### src/rtl/fpu_pkg.sv
// ---------------------------------------------------------------------------
// fpu_pkg -- shared binary32 field definitions for the FPU datapath.
//   EXP_W / MAN_W   : exponent and mantissa field widths
//   EXP_MAX         : all-ones exponent (infinity / NaN encoding)
//   QNAN_DEFAULT    : quiet NaN returned for +inf + -inf
//   fp32_t          : packed sign / exponent / mantissa view of a word
//   is_nan / is_inf : classification helpers
// ---------------------------------------------------------------------------
package fpu_pkg;

    localparam int EXP_W = 8;
    localparam int MAN_W = 23;

    localparam logic [EXP_W-1:0] EXP_MAX      = 8'hFF;
    localparam logic [31:0]      QNAN_DEFAULT = 32'hFFC00000;

    typedef struct packed {
        logic             sign;
        logic [EXP_W-1:0] exp;
        logic [MAN_W-1:0] man;
    } fp32_t;

    function automatic logic is_nan(input fp32_t f);
        return (f.exp == EXP_MAX) && (f.man != 23'h0);
    endfunction

    function automatic logic is_inf(input fp32_t f);
        return (f.exp == EXP_MAX) && (f.man == 23'h0);
    endfunction

endpackage

### src/rtl/fadd_lzc.sv
// ---------------------------------------------------------------------------
// fadd_lzc -- 28-bit leading-zero counter for post-subtraction normalization.
//   d   : value to scan (bit 27 is the most significant)
//   cnt : number of leading zeros, 28 when d is zero
// ---------------------------------------------------------------------------
module fadd_lzc (
    input  logic [27:0] d,
    output logic [4:0]  cnt
);

    // Scan upward so the highest set bit is the last one to update cnt
    always_comb begin
        cnt = 5'd28;
        for (int i = 0; i < 28; i++) begin
            if (d[i]) begin
                cnt = 5'(27 - i);
            end else begin
                cnt = cnt;
            end
        end
    end

endmodule

### src/rtl/fadd.sv
// ---------------------------------------------------------------------------
// fadd -- IEEE-754 binary32 adder, round-to-nearest-even, one register stage.
//   x1, x2 : operands, sampled on the rising edge of clk
//   y      : registered sum (x1 + x2)
//   ovf    : registered flag, finite operands rounded to infinity
//   clk    : clock
//   rstn   : asynchronous active-low reset, clears y and ovf
// Build option: define FADD_SUBNORMAL_EN for exact subnormal inputs and
// results; without it subnormals are treated/flushed as signed zero.
// ---------------------------------------------------------------------------
module fadd
    import fpu_pkg::*;
(
    input  logic [31:0] x1,
    input  logic [31:0] x2,
    output logic [31:0] y,
    output logic        ovf,
    input  logic        clk,
    input  logic        rstn
);

`ifdef FADD_SUBNORMAL_EN
    localparam bit SUBNORM_EN = 1'b1;
`else
    localparam bit SUBNORM_EN = 1'b0;
`endif

    fp32_t       a_s, b_s, big_s;
    logic [23:0] sig_a_s, sig_b_s, sig_big_s, sig_sml_s;
    logic [7:0]  eexp_a_s, eexp_b_s, eexp_big_s, eexp_sml_s, diff_s;
    logic        sub_s;
    logic [49:0] ext_s;
    logic [26:0] al_s, base_s, norm_s;
    logic [27:0] sum_s;
    logic [4:0]  lz28_s, lz27_s;
    logic [7:0]  lim_s, shamt_s;
    logic [8:0]  exp9_s;
    logic        inc_s, res_sign_s;
    logic [31:0] raw_s, fin_y_s, y_next_s;
    logic        fin_ovf_s, ovf_next_s;

    assign a_s = fp32_t'(x1);
    assign b_s = fp32_t'(x2);

    // Unpack, align the smaller operand, add/subtract by effective sign
    always_comb begin
        // Exponent field 0 means hidden bit 0 at effective exponent 1
        sig_a_s  = (a_s.exp != 8'h00) ? {1'b1, a_s.man}
                 : (SUBNORM_EN ? {1'b0, a_s.man} : 24'h0);
        sig_b_s  = (b_s.exp != 8'h00) ? {1'b1, b_s.man}
                 : (SUBNORM_EN ? {1'b0, b_s.man} : 24'h0);
        eexp_a_s = (a_s.exp == 8'h00) ? 8'h01 : a_s.exp;
        eexp_b_s = (b_s.exp == 8'h00) ? 8'h01 : b_s.exp;

        // On equal magnitudes x1 stays the base; zero sign is fixed later
        if ({eexp_a_s, sig_a_s} >= {eexp_b_s, sig_b_s}) begin
            big_s      = a_s;
            sig_big_s  = sig_a_s;
            eexp_big_s = eexp_a_s;
            sig_sml_s  = sig_b_s;
            eexp_sml_s = eexp_b_s;
        end else begin
            big_s      = b_s;
            sig_big_s  = sig_b_s;
            eexp_big_s = eexp_b_s;
            sig_sml_s  = sig_a_s;
            eexp_sml_s = eexp_a_s;
        end
        diff_s = eexp_big_s - eexp_sml_s;
        sub_s  = a_s.sign ^ b_s.sign;

        // Layout of 27-bit values: [26:3] significand, [2] G, [1] R, [0] S
        ext_s = {sig_sml_s, 26'h0} >> diff_s;
        if (diff_s >= 8'd26) begin
            al_s = {26'h0, |sig_sml_s};
        end else begin
            al_s = {ext_s[49:24], |ext_s[23:0]};
        end
        base_s = {sig_big_s, 3'b000};

        if (sub_s) begin
            sum_s = {1'b0, base_s} - {1'b0, al_s};
        end else begin
            sum_s = {1'b0, base_s} + {1'b0, al_s};
        end
    end

    fadd_lzc u_lzc (
        .d   (sum_s),
        .cnt (lz28_s)
    );

    // Normalize, round to nearest even, pack the finite result
    always_comb begin
        lz27_s  = lz28_s - 5'd1;
        lim_s   = eexp_big_s - 8'd1;
        shamt_s = ({3'b000, lz27_s} < lim_s) ? {3'b000, lz27_s} : lim_s;

        if (sum_s[27]) begin
            norm_s = {sum_s[27:2], sum_s[1] | sum_s[0]};
            exp9_s = {1'b0, eexp_big_s} + 9'd1;
        end else begin
            // Shift is capped at exponent 1; hidden bit still 0 means subnormal
            norm_s = sum_s[26:0] << shamt_s;
            exp9_s = norm_s[26] ? {1'b0, eexp_big_s - shamt_s} : 9'h000;
        end

        inc_s = norm_s[2] & (norm_s[1] | norm_s[0] | norm_s[3]);
        // A carry out of the mantissa field lands in the exponent by itself
        raw_s = {exp9_s, norm_s[25:3]} + {31'h0, inc_s};

        res_sign_s = ((sum_s == 28'h0) && sub_s) ? 1'b0 : big_s.sign;

        if (raw_s[31:23] >= 9'd255) begin
            fin_y_s   = {res_sign_s, EXP_MAX, 23'h0};
            fin_ovf_s = 1'b1;
        end else if (!SUBNORM_EN && (raw_s[30:23] == 8'h00)) begin
            fin_y_s   = {res_sign_s, 31'h0};
            fin_ovf_s = 1'b0;
        end else begin
            fin_y_s   = {res_sign_s, raw_s[30:0]};
            fin_ovf_s = 1'b0;
        end
    end

    // Special operands override the arithmetic path
    always_comb begin
        if (is_nan(a_s)) begin
            y_next_s   = x1 | 32'h0040_0000;
            ovf_next_s = 1'b0;
        end else if (is_nan(b_s)) begin
            y_next_s   = x2 | 32'h0040_0000;
            ovf_next_s = 1'b0;
        end else if (is_inf(a_s) && is_inf(b_s)) begin
            y_next_s   = (a_s.sign == b_s.sign) ? x1 : QNAN_DEFAULT;
            ovf_next_s = 1'b0;
        end else if (is_inf(a_s)) begin
            y_next_s   = x1;
            ovf_next_s = 1'b0;
        end else if (is_inf(b_s)) begin
            y_next_s   = x2;
            ovf_next_s = 1'b0;
        end else begin
            y_next_s   = fin_y_s;
            ovf_next_s = fin_ovf_s;
        end
    end

    // Output register: one result per cycle, cleared asynchronously
    always_ff @(posedge clk or negedge rstn) begin
        if (!rstn) begin
            y   <= 32'h0;
            ovf <= 1'b0;
        end else begin
            y   <= y_next_s;
            ovf <= ovf_next_s;
        end
    end

endmodule

### config.mk
export PLATFORM = sky130hd
export DESIGN_NAME = fadd
export DESIGN_NICKNAME = d
export VERILOG_FILES = /design/src/rtl/fpu_pkg.sv /design/src/rtl/fadd_lzc.sv /design/src/rtl/fadd.sv
export SDC_FILE = /design/constraint.sdc
export NUM_CORES = 1
export LEC_CHECK = 0
export CORE_MARGIN = 5
export CORE_UTILIZATION = 57
export CTS_BUF_LIST = sky130_fd_sc_hd__clkbuf_4 sky130_fd_sc_hd__clkbuf_8
export DETAILED_ROUTE_END_ITERATION = 12
export MAX_ROUTING_LAYER = met4
export PLACE_DENSITY = 0.78
export SLEW_MARGIN = 20
export SYNTH_ARGS = -nofsm -noshare
export SYNTH_HDL_FRONTEND = slang
export SYNTH_SLANG_ARGS = --single-unit
### constraint.sdc
create_clock -name clk -period 1.1 [get_ports clk]
set_input_delay 0.165 -clock clk [delete_from_list [all_inputs] [get_ports clk]]
set_output_delay 0.165 -clock clk [all_outputs]
set_load 0.01 [all_outputs]
==> run_results.csv, run 1 <==
group,metric,value,unit
placement,gp_congestion,1.28,
placement,hpwl,67200,um
clocking,clock_path_buffers,2,
floorplanning,placement_rows,58,
floorplanning,pin_count,99,
floorplanning,fp.dieH,168,um
yosys,syn_avg_cell_area,6.74,sq um
placement,port_buffers,98,
status,tool.error,"[ERROR GRT-0116] Global routing finished with congestion. Check the congestion regions in the DRC Viewer.",
clocking,htreeDepth,2,
yosys,synthDistinctLibCells,119,
floorplanning,start_util,57.3,%
yosys,ys_seq_area_share,5.77,%
grt,grt_pass1_vias,33498,
clocking,cts_buffers,5,
yosys,synth-main-ff-cell,"dfrtp_1",
grt,grt_start_max_net_pins,77,
yosys,synth-seq-cells,33,
grt,grt_overflow_total,1908,
clocking,ctsHoldBuffers,0,
placement,place_area,21900,sq um
status,flow.stopped_at,"global routing (5_1_grt)",
grt,grt_pass1_wl,220000,um
clocking,cts_sinks,33,
clocking,cts_root_buf,"clkbuf_8",
yosys,syn_inst,2122,
grt,grtUsageTotal,101,%
yosys,synth_edf_count,0,
yosys,async_flop_share,100,%
status,status,"stopped before the end",
yosys,ys_warn_count,0,
floorplanning,fp.dieW,168,um
yosys,synth_area,14300,sq um
==> cell usage after synthesis (15+ instances only) <==
cell | instances | share of area [%]
or2_2 | 20 | 0.87
nor2_1 | 190 | 5.0
dfrtp_1 | 33 | 5.8
and2_1 | 39 | 1.7
nand2b_1 | 16 | 0.70
and3_1 | 17 | 0.74
a21o_1 | 27 | 1.4
o31a_1 | 16 | 0.98
a31oi_1 | 28 | 1.2
o22ai_1 | 17 | 0.74
o211ai_1 | 34 | 1.8
nor2b_1 | 25 | 1.1
o21ai_0 | 137 | 4.8
a211oi_1 | 43 | 2.3
mux2i_1 | 78 | 5.5
nand4_1 | 28 | 1.2
buf_2 | 26 | 0.91
xor2_1 | 15 | 0.92
o21a_1 | 23 | 1.2
o21ai_1 | 23 | 0.80
xnor2_1 | 48 | 2.9
nand3_1 | 70 | 2.4
or3_1 | 20 | 0.87
nor3_1 | 71 | 2.5
a22oi_1 | 29 | 1.5
mux2_2 | 18 | 1.4
o31ai_1 | 39 | 2.0
nor4_1 | 36 | 1.6
ha_1 | 96 | 8.4
nand2_1 | 219 | 5.7
a21oi_1 | 153 | 5.4
inv_1 | 86 | 2.3
clkbuf_1 | 94 | 2.5
==> cells by family after synthesis <==
| logic type | synth area share [%] |
|---|---|
| AO/OA/AOI/OAI | 36.6 |
| buffers and inverters | 7.43 |
| multiplexers | 8.39 |
| other | 0.0262 |
| adder cells (fa/ha/maj) | 8.68 |
| flip-flops | 5.77 |
| AND/OR/NAND/NOR | 29.3 |
| XOR/XNOR | 3.86 |
==> per-layer routing <==
layer	GRT usage, %	overflow
met2	120	1276
met1	92.1	103
met4	108	419
met5	-	-
met3	84.6	110
==> metrics by stage <==
stage	hold slack [ps]	setup slack, ps	util (%)	std cells
2_1_floorplan	-131	-12040	-	2123
3_3_place_gp	546	-12840	87.6	3246
3_5_place_dp	551	-13860	87.6	3246
4_1_cts	286	-12350	96.0	3347
==> what timing repair did <==
item,4_1_cts
gates resized for setup,369
endpoints found under the setup margin,66
endpoints found under the hold margin,0
buffers inserted,92
cloned,8
pin swaps,98
==> run 2, diff against run 1 <==
- CORE_UTILIZATION: 57 -> 40
- CTS_BUF_LIST: sky130_fd_sc_hd__clkbuf_4 sky130_fd_sc_hd__clkbuf_8 -> not set
- MAX_ROUTING_LAYER: met4 -> not set
- PLACE_DENSITY: 0.78 -> not set
- PLACE_DENSITY_LB_ADDON: not set -> 0.15
==> run 2 against run 1 <==
Compared with the run above: the flow now finishes, with violations (setup timing); synthesized cell count unchanged; area after synthesis unchanged.
==> run_results.csv, run 2 <==
group,metric,value,unit
floorplanning,start_util,40.4,%
sta,rsz0062_at_grt,"yes",
grt,grtUsageTotal,38.0,%
route,viasPerCell,6.20,
route,route.detailed.drc,0,
cells_and_area,nets,3184,
cells_and_area,drive_above_1_share,43.3,%
yosys,synth-seq-cells,33,
clocking,ctsHoldBuffers,0,
clocking,cts_root_buf,"clkbuf_16",
floorplanning,fp.dieH,199,um
setup_path,worst-path-buf-inv,16,
grt,grt_overflow_total,0,
yosys,synth_compound_area_share,36.6,%
placement,port_buffers,98,
sta,worst_slack,-12270,ps
sta,setup-violations-final,33,
yosys,synthDistinctLibCells,119,
yosys,ys_warn_count,0,
cells_and_area,final_common_cell,"buf_4",
grt,use_met1,50.4,%
grt,grt_start_max_net_pins,77,
placement,hpwl,64600,um
sta,slew_headroom,17.5,%
placement,gp_congestion,1.03,
sta,period_needed,13370,ps
route,wire_per_inst,23.3,um
setup_path,end_kind,"register",
power_and_ir_drop,p_per_area,2420,nW/um^2
route,first_pass_iters,6,
clocking,cts_buffers,5,
floorplanning,dieArea,39600,sq um
run,drv_cap,0,
yosys,async_flop_share,100,%
yosys,synth_top_family_by_area,"compound AO/OA/AOI/OAI gates",
cells_and_area,fillers,3031,
cells_and_area,top_register,"y",
floorplanning,pin_count,99,
power_and_ir_drop,p_leak,11.2,nW
status,status,"finished, violations left",
yosys,yosysTopAreaCellShare,8.40,%
sta,worst_pin_slew,1230,ps
grt,grt_pass1_vias,20538,
yosys,synthMuxAreaShare,8.39,%
yosys,syn_avg_cell_area,6.74,sq um
cells_and_area,register_area,826,sq um
cells_and_area,final-instance-count-excl-fill,3484,
route,num_vias,21613,
grt,grt_pass1_wl,119000,um
clocking,cts_sinks,33,
power_and_ir_drop,ir_drop,0.00222,V
floorplanning,placement_rows,69,
yosys,synth_xor_area_share,3.86,%
placement,place_ws,-13440,ps
cells_and_area,utilization,68.9,%
yosys,synth_edf_count,0,
yosys,synthAdderAreaFrac,8.68,%
setup_path,worstPathArrival,13540,ps
yosys,synth_simple_gate_area_share,29.3,%
route,drt_wl_total,81000,um
grt,use_met3,9.69,%
hold_path,hold_path_class,"input port to async pin",
clocking,clk_pin_slew_worst_paths,50,ps
yosys,synth_area,14300,sq um
grt,gr-usage-met2,58.3,%
yosys,syn_inst,2122,
setup_path,worstSetupPathType,"input port to register",
yosys,ys_seq_area_share,5.77,%
setup_path,critPathMaxFanout,6,
setup_path,cp_top_family,"compound AO/OA/AOI/OAI gates",
sta,hold_viol_final,0,
power_and_ir_drop,power_frac_seq,3.6,%
power_and_ir_drop,p_sw,29.2,mW
sta,period_share,1220,%
route,ant_nets,0,
sta,timing.fmax,74.8,MHz
yosys,synthTopCellsByArea,"ha_1 8.4%, dfrtp_1 5.8%, nand2_1 5.7%",
power_and_ir_drop,comb_power_share,94.2,%
cells_and_area,mostFrequentLayoutCells,"891 x buf_4, 203 x nand2_1, 177 x nor2_1, 133 x a21oi_1, 109 x o21ai_0",
yosys,yosys-top-cells-count,"219 x nand2_1, 190 x nor2_1, 153 x a21oi_1, 137 x o21ai_0, 96 x ha_1",
yosys,synth_top_cell_by_area,"ha_1",
cells_and_area,largest_reg_flops,32,
power_and_ir_drop,total_power,59.1,mW
floorplanning,fp.dieW,199,um
cells_and_area,top_regs,"y x32, ovf x1",
clocking,cts_tree,"done",
setup_path,start_kind,"input port",
power_and_ir_drop,internal_power,29.9,mW
route,detail_route.iter0.violations,2040,
cells_and_area,multi_input_area,14100,sq um
cells_and_area,area_growth,70.5,%
grt,busiest_layer,"met2",
floorplanning,core_area,35400,sq um
power_and_ir_drop,clkPwrFrac,2.2,%
power_and_ir_drop,switching_share,49.4,%
yosys,synth_most_common_cell,"nand2_1",
sta,finalMaxSlewViolations,0,
setup_path,slowest_delay,550,ps
yosys,synth-main-ff-cell,"dfrtp_1",
placement,numPlacedInstances,3389,
clocking,htreeDepth,2,
setup_path,cp.required,1270,ps
setup_path,slowest_stage,"or4_4",
status,violations,"setup timing",
grt,antenna_found_initial,3,
clocking,clock_path_buffers,2,
-- run 2: cell counts after synthesis --
No cell type changed its count.
-- run 2: stage by stage --
step	setup TNS [ps]	hold WS [ps]	cell area [sq um]
after floorplan	-386210	-131	14800
after global placement	-427370	554	22200
final	-394680	254	24400
after CTS	-396000	265	23500
after detailed placement	-432540	547	22200
after global routing	-411210	276	24400
-- run 2: final cells by class --
type / count / area share [%]
Tap cell: 461 / 2.37
Inverter: 94 / 1.51
Multi-Input combinational cell: 1844 / 57.7
Sequential cell: 33 / 3.39
Antenna cell: 2 / 0.0205
Timing Repair Buffer: 1040 / 34.4
Timing Repair inverter: 2 / 0.0513
Clock buffer: 6 / 0.529
Clock inverter: 2 / 0.0410
-- run 2: power groups by stage --
stage	sequential [mW]	clock (mW)	combinational, mW
2_1_floorplan	2.32	0	22.4
3_3_place_gp	2.11	0	44.5
3_5_place_dp	2.11	0	45.1
4_1_cts	2.09	1.28	49.8
5_1_grt	2.15	1.35	58.0
6_report	2.11	1.32	55.7
-- run 2: worst paths after layout --
check,to,cells after the start,startpoint,slack [ps]
setup / recovery,y[10],74,x1[28],-12270
hold / removal,y[29],2,rstn,250
max in group asynchronous,y[1],2,rstn,680
min in group clk,y[31],4,x1[31],610
-- run 2: routing by layer --
| layer | part of all wire [%] | wire length [um] |
|---|---|---|
| met5 | 0.016 | 13 |
| met2 | 43 | 34700 |
| met1 | 41 | 32900 |
| met3 | 11 | 8590 |
| met4 | 5.9 | 4810 |
-- run 2: cell families (layout without fill, tap and decap cells) --
| group | after synthesis | count (layout) |
|---|---|---|
| xor+xnor | 63 | 63 |
| flops | 33 | 33 |
| simple gates | 824 | 825 |
| other cells | 1 | 4 |
| fa+ha+maj | 98 | 98 |
| compound gates | 749 | 749 |
| mux | 107 | 107 |
| buf+inv | 247 | 1144 |
-- run 2: timing repair --
item / CTS / global route
pin swaps: 79 / 81
endpoints found under the setup margin: 66 / 45
resized for setup: 239 / 178
gates cloned: 5 / 3
buffers inserted: 59 / 26
Note: power is estimated with default switching activity, not from simulation.
